===== config.mk =====
export PLATFORM = sky130hd
export DESIGN_NAME = iqmap_multi
export DESIGN_NICKNAME = d
export VERILOG_FILES = /design/src/rtl/iqmap_pkg.sv /design/src/rtl/iqmap_symbol_lut.sv /design/src/rtl/iqmap_multi.sv
export SDC_FILE = /design/constraint.sdc
export NUM_CORES = 1
export LEC_CHECK = 0
export CORE_ASPECT_RATIO = 1.4
export CORE_MARGIN = 4
export CORE_UTILIZATION = 48
export DETAILED_ROUTE_END_ITERATION = 8
export PLACE_DENSITY = 0.69
export SYNTH_ARGS = -nofsm -noshare
export SYNTH_HDL_FRONTEND = slang
export SYNTH_SLANG_ARGS = --single-unit

===== constraint.sdc =====
create_clock -name CLK -period 4.1 [get_ports CLK]
set_input_delay 0.82 -clock CLK [delete_from_list [all_inputs] [get_ports CLK]]
set_output_delay 0.82 -clock CLK [all_outputs]
set_load 0.02 [all_outputs]

===== src/rtl/iqmap_pkg.sv =====
// iqmap_pkg: shared types and helpers for the multi-mode I/Q symbol mapper.
//   mode_e        - modulation selector carried with every accepted word
//   GRAY_*        - 16QAM per-axis Gray codes, written {first bit, second bit}
//   bits_per_mode - bits consumed per symbol for a given mode
package iqmap_pkg;

  typedef enum logic [1:0] {
    MODE_BPSK  = 2'd0,
    MODE_QPSK  = 2'd1,
    MODE_16QAM = 2'd2,
    MODE_RSVD  = 2'd3
  } mode_e;

  // First bit selects sign, second bit selects the inner (A) or outer (3A) level.
  localparam logic [1:0] GRAY_P3 = 2'b00;
  localparam logic [1:0] GRAY_P1 = 2'b01;
  localparam logic [1:0] GRAY_M1 = 2'b11;
  localparam logic [1:0] GRAY_M3 = 2'b10;

  // Reserved mode falls through to BPSK.
  function automatic logic [2:0] bits_per_mode(input mode_e m);
    case (m)
      MODE_QPSK:  return 3'd2;
      MODE_16QAM: return 3'd4;
      default:    return 3'd1;
    endcase
  endfunction

endpackage


===== src/rtl/iqmap_symbol_lut.sv =====
// iqmap_symbol_lut: combinational (mode, symbol bits) -> signed I/Q mapping.
//   mode - modulation of the symbol being mapped
//   bits - symbol bits, bit0 = first bit consumed; bits beyond the mode's width ignored
//   xr   - signed in-phase value, OUT_W bits
//   xi   - signed quadrature value, OUT_W bits
module iqmap_symbol_lut
  import iqmap_pkg::*;
#(
  parameter int unsigned OUT_W = 11,
  parameter int unsigned AMP   = 256
) (
  input  mode_e                   mode,
  input  logic [3:0]              bits,
  output logic signed [OUT_W-1:0] xr,
  output logic signed [OUT_W-1:0] xi
);

  localparam logic signed [OUT_W-1:0] LVL1 = OUT_W'(AMP);
  localparam logic signed [OUT_W-1:0] LVL3 = OUT_W'(3 * AMP);

  function automatic logic signed [OUT_W-1:0] bpsk_level(input logic b);
    return b ? -LVL1 : LVL1;
  endfunction

  function automatic logic signed [OUT_W-1:0] qam_level(input logic [1:0] g);
    case (g)
      GRAY_P3: return LVL3;
      GRAY_P1: return LVL1;
      GRAY_M1: return -LVL1;
      default: return -LVL3;
    endcase
  endfunction

  always_comb begin
    xr = bpsk_level(bits[0]);
    xi = '0;
    case (mode)
      MODE_QPSK: begin
        xr = bpsk_level(bits[0]);
        xi = bpsk_level(bits[1]);
      end
      MODE_16QAM: begin
        // I axis uses bits 0/2, Q axis bits 1/3.
        xr = qam_level({bits[0], bits[2]});
        xi = qam_level({bits[1], bits[3]});
      end
      default: ;
    endcase
  end

endmodule


===== src/rtl/iqmap_multi.sv =====
// iqmap_multi: serialises packed payload words LSB-first into BPSK/QPSK/16QAM
// Gray-coded I/Q symbols, with a one-word pending buffer for gap-free output.
//   CLK, RST         - clock (rising edge), asynchronous active-low reset
//   ce               - downstream advance enable; outputs hold while low
//   mode             - 0 BPSK, 1 QPSK, 2 16QAM, 3 reserved (BPSK); taken with each word
//   in_valid/in_data - payload word offer
//   in_ready         - a word can be accepted this cycle (pending slot empty)
//   xr, xi           - registered signed I/Q symbol
//   valid_o          - xr/xi/raw/last hold a valid symbol
//   raw              - symbol bits, bit0 first, unused bits zero
//   last             - symbol is the final one of its word
module iqmap_multi
  import iqmap_pkg::*;
#(
  parameter int unsigned WORD_W = 128,
  parameter int unsigned OUT_W  = 11,
  parameter int unsigned AMP    = 256
) (
  input  logic                    CLK,
  input  logic                    RST,
  input  logic                    ce,
  input  logic [1:0]              mode,
  input  logic                    in_valid,
  input  logic [WORD_W-1:0]       in_data,
  output logic                    in_ready,
  output logic signed [OUT_W-1:0] xr,
  output logic signed [OUT_W-1:0] xi,
  output logic                    valid_o,
  output logic [3:0]              raw,
  output logic                    last
);

  localparam int unsigned CNT_W = $clog2(WORD_W);

  if (3 * AMP > (2 ** (OUT_W - 1)) - 1) begin : g_amp_check
    $error("iqmap_multi: 3*AMP does not fit in signed OUT_W");
  end
  if (WORD_W % 4 != 0) begin : g_word_check
    $error("iqmap_multi: WORD_W must be a multiple of 4");
  end

  typedef enum logic [0:0] {StIdle, StRun} state_e;

  state_e              state_q;
  logic [WORD_W-1:0]   act_word_q, pend_word_q;
  mode_e               act_mode_q, pend_mode_q;
  logic [CNT_W-1:0]    cnt_q;
  logic                pend_full_q;

  mode_e               in_mode;
  logic [2:0]          k;
  logic [CNT_W-1:0]    k_step, last_idx;
  logic [3:0]          sym_bits, raw_bits;
  logic                accept, issue, word_done;
  logic signed [OUT_W-1:0] map_xr, map_xi;

  assign in_mode  = mode_e'(mode);
  assign in_ready = !pend_full_q;
  assign accept   = in_valid && !pend_full_q;

  always_comb begin
    k         = bits_per_mode(act_mode_q);
    k_step    = CNT_W'(k);
    last_idx  = CNT_W'(WORD_W - 32'(k));
    sym_bits  = 4'(act_word_q >> cnt_q);
    // (1 << k) - 1 wraps to 4'hF for k = 4.
    raw_bits  = sym_bits & ((4'd1 << k) - 4'd1);
    issue     = (state_q == StRun) && ce;
    word_done = issue && (cnt_q == last_idx);
  end

  iqmap_symbol_lut #(
    .OUT_W (OUT_W),
    .AMP   (AMP)
  ) u_lut (
    .mode (act_mode_q),
    .bits (sym_bits),
    .xr   (map_xr),
    .xi   (map_xi)
  );

  always_ff @(posedge CLK or negedge RST) begin
    if (!RST) begin
      state_q     <= StIdle;
      act_word_q  <= '0;
      act_mode_q  <= MODE_BPSK;
      pend_word_q <= '0;
      pend_mode_q <= MODE_BPSK;
      pend_full_q <= 1'b0;
      cnt_q       <= '0;
      xr          <= '0;
      xi          <= '0;
      raw         <= '0;
      last        <= 1'b0;
      valid_o     <= 1'b0;
    end else begin
      if (issue) begin
        xr      <= map_xr;
        xi      <= map_xi;
        raw     <= raw_bits;
        last    <= word_done;
        valid_o <= 1'b1;
      end else if (ce && state_q == StIdle) begin
        valid_o <= 1'b0;
      end

      if (state_q == StIdle) begin
        if (accept) begin
          act_word_q <= in_data;
          act_mode_q <= in_mode;
          cnt_q      <= '0;
          state_q    <= StRun;
        end
      end else if (word_done) begin
        cnt_q <= '0;
        if (pend_full_q) begin
          act_word_q  <= pend_word_q;
          act_mode_q  <= pend_mode_q;
          pend_full_q <= 1'b0;
        end else if (accept) begin
          // Pending empty: the new word goes straight to active, no bubble.
          act_word_q <= in_data;
          act_mode_q <= in_mode;
        end else begin
          state_q <= StIdle;
        end
      end else begin
        if (issue) begin
          cnt_q <= cnt_q + k_step;
        end
        if (accept) begin
          pend_word_q <= in_data;
          pend_mode_q <= in_mode;
          pend_full_q <= 1'b1;
        end
      end
    end
  end

endmodule


==> results of run 1 <==
==> final timing paths <==
kind                                         to  slack (ns)
worst max-delay path                      xr[9]        0.42
worst min-delay path             act_word_q[99]        0.32
worst max register to register            xr[9]        0.42
worst min register to register            xr[8]        0.47
max in group asynchronous       pend_word_q[43]        2.88
min in group CLK                          xr[8]        0.47
==> cell usage in the layout (no fill, tap or decap), types with 4 or more instances in the layout <==
master           instances
a21o_1                   5
a21oi_1                138
a221oi_1                 4
and2_1                   4
clkinv_2                 6
clkbuf_1                 6
inv_1                    9
nand3_1                  4
mux2_2                  41
nand2b_1                 4
a22oi_1                 14
clkbuf_16               27
buf_12                   8
dfrtp_1                279
a22o_1                   6
nand2_1                 24
xnor2_1                  5
o21ai_1                  7
mux4_2                 119
nor2_1                 143
mux2i_1                 43
clkdlybuf4s50_1        145
clkbuf_8                 6
buf_4                   25
conb_1                  16
o22ai_1                135
o21ai_0                  7
mux2_1                  91
ha_1                     9
==> routing by layer <==
| metal | up-vias | wire length (µm) | track usage |
|---|---|---|---|
| met5 | - | 0 | 0 |
| met4 | 0 | 1327 | 0.07792 |
| met3 | 83 | 2031 | 0.02492 |
| met2 | 417 | 19640 | 0.3604 |
| met1 | 5787 | 15830 | 0.2904 |
| li1 | 5058 | - | - |
==> cells by family after synthesis <==
family          count (synthesis)  share of synthesized area
mux                           295                     0.2942
other cells                     1                  0.0002388
xor+xnor                        6                   0.003347
compound gates                343                     0.1324
simple gates                  201                    0.05426
buf+inv                       146                    0.05936
fa+ha+maj                      10                   0.008446
flops                         281                     0.4478
==> registers in the layout, summed over array words and instances (netlist names) <==
signal,cells
pend_word_q,128
pend_full_q,1
pend_mode_q,2
raw,4
last,1
xi,3
valid_o,1
act_mode_q,2
xr,3
act_word_q,128
cnt_q,7
state_q,1
==> layout make-up <==
| type | count | area share |
|---|---|---|
| Clock buffer | 39 | 0.04303 |
| Clock inverter | 10 | 0.004551 |
| Inverter | 12 | 0.002483 |
| Multi-Input combinational cell | 871 | 0.4316 |
| Sequential cell | 281 | 0.3880 |
| Tap cell | 440 | 0.03034 |
| Timing Repair Buffer | 179 | 0.09999 |
==> report_power, final <==
part           switching, µW  internal, µW  total, µW
registers                363          2970       3340
clock network           1050          1380       2440
logic                   1010           950       1960
total                   2420          5310       7730
==> critical path, stage by stage (launching register included) <==
cell and delay (ns):
dfrtp_4 0.88, buf_4 0.37, mux4_2 0.56, a22oi_1 0.20, nand3_1 0.12, o32ai_1 0.21
a211oi_1 0.13, a31oi_2 0.33, inv_2 0.07, ha_1 0.30, and3_1 0.14, a21oi_1 0.13
o31ai_1 0.10
==> synth_stat cells (4+ instances only) <==
cell,instances
a21o_1,5
a21oi_1,138
a221oi_1,4
a22o_1,6
a22oi_1,14
and2_1,4
buf_1,6
buf_2,25
buf_4,19
buf_6,31
clkbuf_1,50
dfrtp_1,281
ha_1,9
inv_1,9
mux2_1,91
mux2_2,41
mux2i_1,43
mux4_2,119
nand2_1,25
nand2b_1,6
nand3_1,4
nor2_1,143
o21ai_0,7
o21ai_1,7
o22ai_1,135
xnor2_1,5
==> through the flow <==
step | utilization | cell area, µm² | hold slack [ns]
6_report | 0.5600 | 18140 | 0.3242
5_1_grt | 0.5600 | 18140 | 0.3833
4_1_cts | 0.5600 | 18140 | 0.3497
3_5_place_dp | 0.5333 | 17280 | 0.4625
3_3_place_gp | 0.5333 | 17280 | 0.4553
2_1_floorplan | - | 15760 | 0.4651
==> results.py, run 1 <==
metrics = {
    "drt": {
        "totalWireLength_um": 38830,
        "drc": 0,
        "vias": 11345,
        "drtAntennaViolNets": 0,
        "via_per_inst": 6.193,
        "drt-initial-drc-count": 915,
        "avgRoutedWirePerCell_um": 21.20,
        "dr.pass1.iters": 5,
    },
    "clocking": {
        "cts_max_level": 1,
        "clk_latency_ns": 0.55,
        "cts_buffers": 27,
        "clockBufferDepth": 3,
        "cts_setup_buffers": 0,
        "root_buffer": "clkbuf_16",
        "clock_sinks": 281,
        "cts_tree": "done",
        "clkTransAtPathRegs_ns": 0.06,
        "cts_resized": 0,
        "holdBufCountCts": 0,
    },
    "synth": {
        "ys_seq_area_frac": 0.4478,
        "synth_edf_count": 0,
        "synth_flop_cell": "dfrtp_1",
        "ys_types": 61,
        "yosysWarnings": 0,
        "netlist_top_cells_area": "dfrtp_1 45%, mux4_2 17%, mux2_1 6.5%",
        "syn_area_per_cell_um2": 12.24,
        "synth_area_mm2": 0.01570,
        "yosysTopAreaCellShare": 0.4478,
        "synthArstFlopShare": 1.000,
        "netlist_instances": 1283,
        "yosysTopAreaCell": "dfrtp_1",
        "synth-seq-cells": 281,
    },
    "power": {
        "p_leak_uw": 0.008023,
        "p_per_area_mw_per_mm2": 426.0,
        "total_power_uw": 7730,
        "vdd_drop_max_v": 0.0002809,
    },
    "sta": {
        "fin_crit_sh": 0.8985,
        "fin_tns_setup_ns": 0,
        "layout_setup_ws_ns": 0.4163,
        "min_period_ns": 3.684,
        "worstMarginPinSlew_ns": 0.8401,
        "rsz0062_at_grt": "no",
        "finalHoldViolCount": 0,
        "setup_viol": 0,
        "skew_ns": 0.01970,
        "clock.fmax_mhz": 271.5,
        "slew_headroom": 0.4399,
        "slew_violations": 0,
    },
    "finish": {
        "drive_gt1_frac": 0.1810,
        "area_growth_pct": 15.55,
        "diodes": 0,
        "nNetsFinal": 1516,
        "final_cells": 1832,
        "multi_input_area_mm2": 0.007831,
        "seq_area_mm2": 0.007039,
        "fillCellCount": 2768,
    },
    "setup_path": {
        "reg2regPathDepth": 12,
        "path_max_fanout": 40,
        "cp-start-kind": "flip-flop",
        "critPathArrivalTime_ns": 4.09,
        "startpoint": "cnt_q[0]",
        "cp.required_ns": 4.50,
        "critPathKind": "reg2reg",
        "cp-end-kind": "flip-flop",
        "reg2reg_from": "cnt_q[0]",
    },
    "placement": {
        "dp_hpwl_um": 27230,
        "place_worst_setup_slack_ns": 0.4345,
        "io_buffers": 146,
        "gp_congestion": 0.9197,
        "dp.cells": 1783,
    },
    "die": {
        "die_y_um": 222.0,
        "coreArea_mm2": 0.03240,
        "io_pins": 163,
        "dieArea_mm2": 0.03571,
        "fp.dieW_um": 160.9,
        "initial_core_util": 0.4846,
        "num_rows": 78,
    },
    "grt": {
        "antenna_found_initial": 0,
        "grt_max_degree": 102,
        "grt_usage": 0.2147,
        "grt_pass1_wl_um": 62960,
        "grt_pass1_vias": 11452,
        "grt.overflow.total": 0,
    },
    "outcome": {
        "outcome": "completed",
    },
    "worst_hold_path": {
        "min_path_type": "in2async",
    },
    "run": {
        "cap_violations": 0,
    },
}
Power figures use the tool's default switching activity.
==> inputs of run 2 (changes only) <==
--- a/config.mk
+++ b/config.mk
@@ -7,9 +7,9 @@
 export LEC_CHECK = 0
 export CORE_ASPECT_RATIO = 1.4
 export CORE_MARGIN = 4
-export CORE_UTILIZATION = 48
+export CORE_UTILIZATION = 55
 export DETAILED_ROUTE_END_ITERATION = 8
-export PLACE_DENSITY = 0.69
+export PLACE_DENSITY = 0.81
 export SYNTH_ARGS = -nofsm -noshare
 export SYNTH_HDL_FRONTEND = slang
 export SYNTH_SLANG_ARGS = --single-unit
==> run 2 against run 1 <==
  * Critical path depth unchanged
  * Largest cell class unchanged
  * Setup slack gained 0.043 ns
  * Combinational power about the same
  * Non-clock buffer count down 2
  * Highest routed layer is now met5
==> results.py, run 2 (same netlist as run 1, synthesis figures left out) <==
metrics = {
    "grt": {
        "grt_pass1_vias": 11640,
        "grt_max_degree": 86,
        "antenna_found_initial": 0,
        "grt_usage": 0.2454,
        "grt.overflow.total": 0,
        "grt_pass1_wl_um": 62650,
    },
    "drt": {
        "via_per_inst": 6.589,
        "avgRoutedWirePerCell_um": 22.03,
        "drt-initial-drc-count": 1337,
        "dr.pass1.iters": 8,
        "vias": 11596,
        "drc": 0,
        "drtAntennaViolNets": 0,
        "totalWireLength_um": 38780,
    },
    "setup_path": {
        "reg2regPathDepth": 12,
        "cp.required_ns": 4.52,
        "path_depth": 12,
        "cp-end-kind": "flip-flop",
        "crit_chain": "buf_4 > mux4_2 > a22oi_1 > nand2_1 > o32ai_1 > a211oi_1 > a31oi_2 > inv_2 > ha_1 > and3_1 > a21oi_1 > o31ai_1",
        "rrSetupSlack_ns": 0.46,
        "critPathArrivalTime_ns": 4.06,
        "cp-start-kind": "flip-flop",
        "crit_slowest_cell": "dfrtp_4",
        "cp_top_family": "compound AO/OA/AOI/OAI gates",
        "reg2reg_from": "cnt_q[0]",
        "regToRegEndpoint": "xr[9]",
        "crit_end": "xr[9]",
        "critPathKind": "reg2reg",
        "path_max_fanout": 25,
        "slowest_delay_ns": 0.69,
        "startpoint": "cnt_q[0]",
        "crit_buf_inv": 2,
    },
    "die": {
        "num_rows": 72,
        "dieArea_mm2": 0.03136,
        "initial_core_util": 0.5623,
        "io_pins": 163,
        "die_y_um": 207.9,
        "fp.dieW_um": 150.8,
        "coreArea_mm2": 0.02793,
    },
    "placement": {
        "placed_area_mm2": 0.01718,
        "io_buffers": 146,
        "dp_hpwl_um": 26670,
        "gp_congestion": 0.9077,
    },
    "finish": {
        "diodes": 0,
        "fillCellCount": 2055,
        "area_growth_pct": 15.15,
        "drive_gt1_frac": 0.1784,
        "mostFrequentLayoutCell": "dfrtp_1",
        "fin_area_mm2": 0.01808,
        "multi_input_area_mm2": 0.007831,
        "top_regs": "act_word_q (128), pend_word_q (128), cnt_q (7)",
        "mostFrequentLayoutCells": "279 x dfrtp_1, 145 x clkdlybuf4s50_1, 143 x nor2_1",
        "seq_area_mm2": 0.007039,
        "nNetsFinal": 1514,
    },
    "clocking": {
        "cts_tree": "done",
        "root_buffer": "clkbuf_16",
        "clockBufferDepth": 3,
        "holdBufCountCts": 0,
        "clkTransAtPathRegs_ns": 0.06,
        "cts_buffers": 27,
        "cts_resized": 0,
        "clock_sinks": 281,
        "cts_setup_buffers": 0,
        "clk_latency_ns": 0.54,
        "cts_max_level": 1,
    },
    "sta": {
        "hold_ws_ns": 0.2357,
        "finalHoldViolCount": 0,
        "slew_violations": 0,
        "min_period_ns": 3.641,
        "fin_crit_sh": 0.8880,
        "skew_ns": 0.009666,
        "worstMarginPinSlew_ns": 0.8543,
        "rsz0062_at_grt": "no",
        "slew_headroom": 0.4305,
        "setup_viol": 0,
        "fin_tns_setup_ns": 0,
        "clock.fmax_mhz": 274.7,
    },
    "outcome": {
        "outcome": "completed",
    },
    "power": {
        "p_per_area_mw_per_mm2": 433.7,
        "p_leak_uw": 0.008032,
        "vdd_drop_max_v": 0.0003245,
    },
    "run": {
        "cap_violations": 0,
    },
    "worst_hold_path": {
        "min_path_type": "in2async",
    },
}
-- run 2: cell types whose count changed in the layout (fill, tap and decap cells not counted), moves of 2 or more --
cell	change
inv_6	+2
clkbuf_1	+2
buf_4	-2
clkbuf_8	-4
bufinv_16	+3
clkinvlp_4	-2
-- run 2: worst min-delay path by stage --
stage | startpoint | endpoint | slack (ns) | cells after the start
after floorplan | pend_mode_q[1] | pend_mode_q[1] | 0.47 | 1
after global placement | xr[8] | xr[8] | 0.45 | 1
after detailed placement | xr[8] | xr[8] | 0.46 | 1
after CTS | RST | pend_word_q[63] | 0.26 | 1
after global routing | RST | pend_word_q[7] | 0.29 | 1
final | RST | pend_word_q[43] | 0.24 | 1
-- run 2: per-layer routing --
layer  share of wire  up-vias  global-route usage
met1            0.38     5896              0.3332
met4           0.033        2             0.07947
met2            0.52      561              0.4163
met5         0.00028        -                   0
met3           0.067       81             0.02525
li1                -     5056                   -
-- run 2: cell type report --
cell class / count / share of cell area
multi-input combinational: 871 / 0.4331
sequential: 281 / 0.3893
timing repair buffer: 177 / 0.09951
clock buffer: 37 / 0.04055
tap: 370 / 0.02560
clock inverter: 12 / 0.009411
inverter: 12 / 0.002491
-- run 2: stage by stage --
stage | setup WS, ns | utilization | std cells | total power [µW]
floorplan | 1.143 | - | 1298 | 4743
global placement | 0.5791 | 0.6151 | 1711 | 5220
detailed placement | 0.5350 | 0.6151 | 1711 | 5288
CTS | 0.4824 | 0.6474 | 1760 | 7855
global route | 0.1814 | 0.6474 | 1760 | 8175
finish | 0.4592 | 0.6474 | 1760 | 7843
-- run 2: where the power goes --
part | switching, µW | internal [µW]
clock | 1060 | 1510
combinational | 1010 | 941
sequential | 346 | 2970
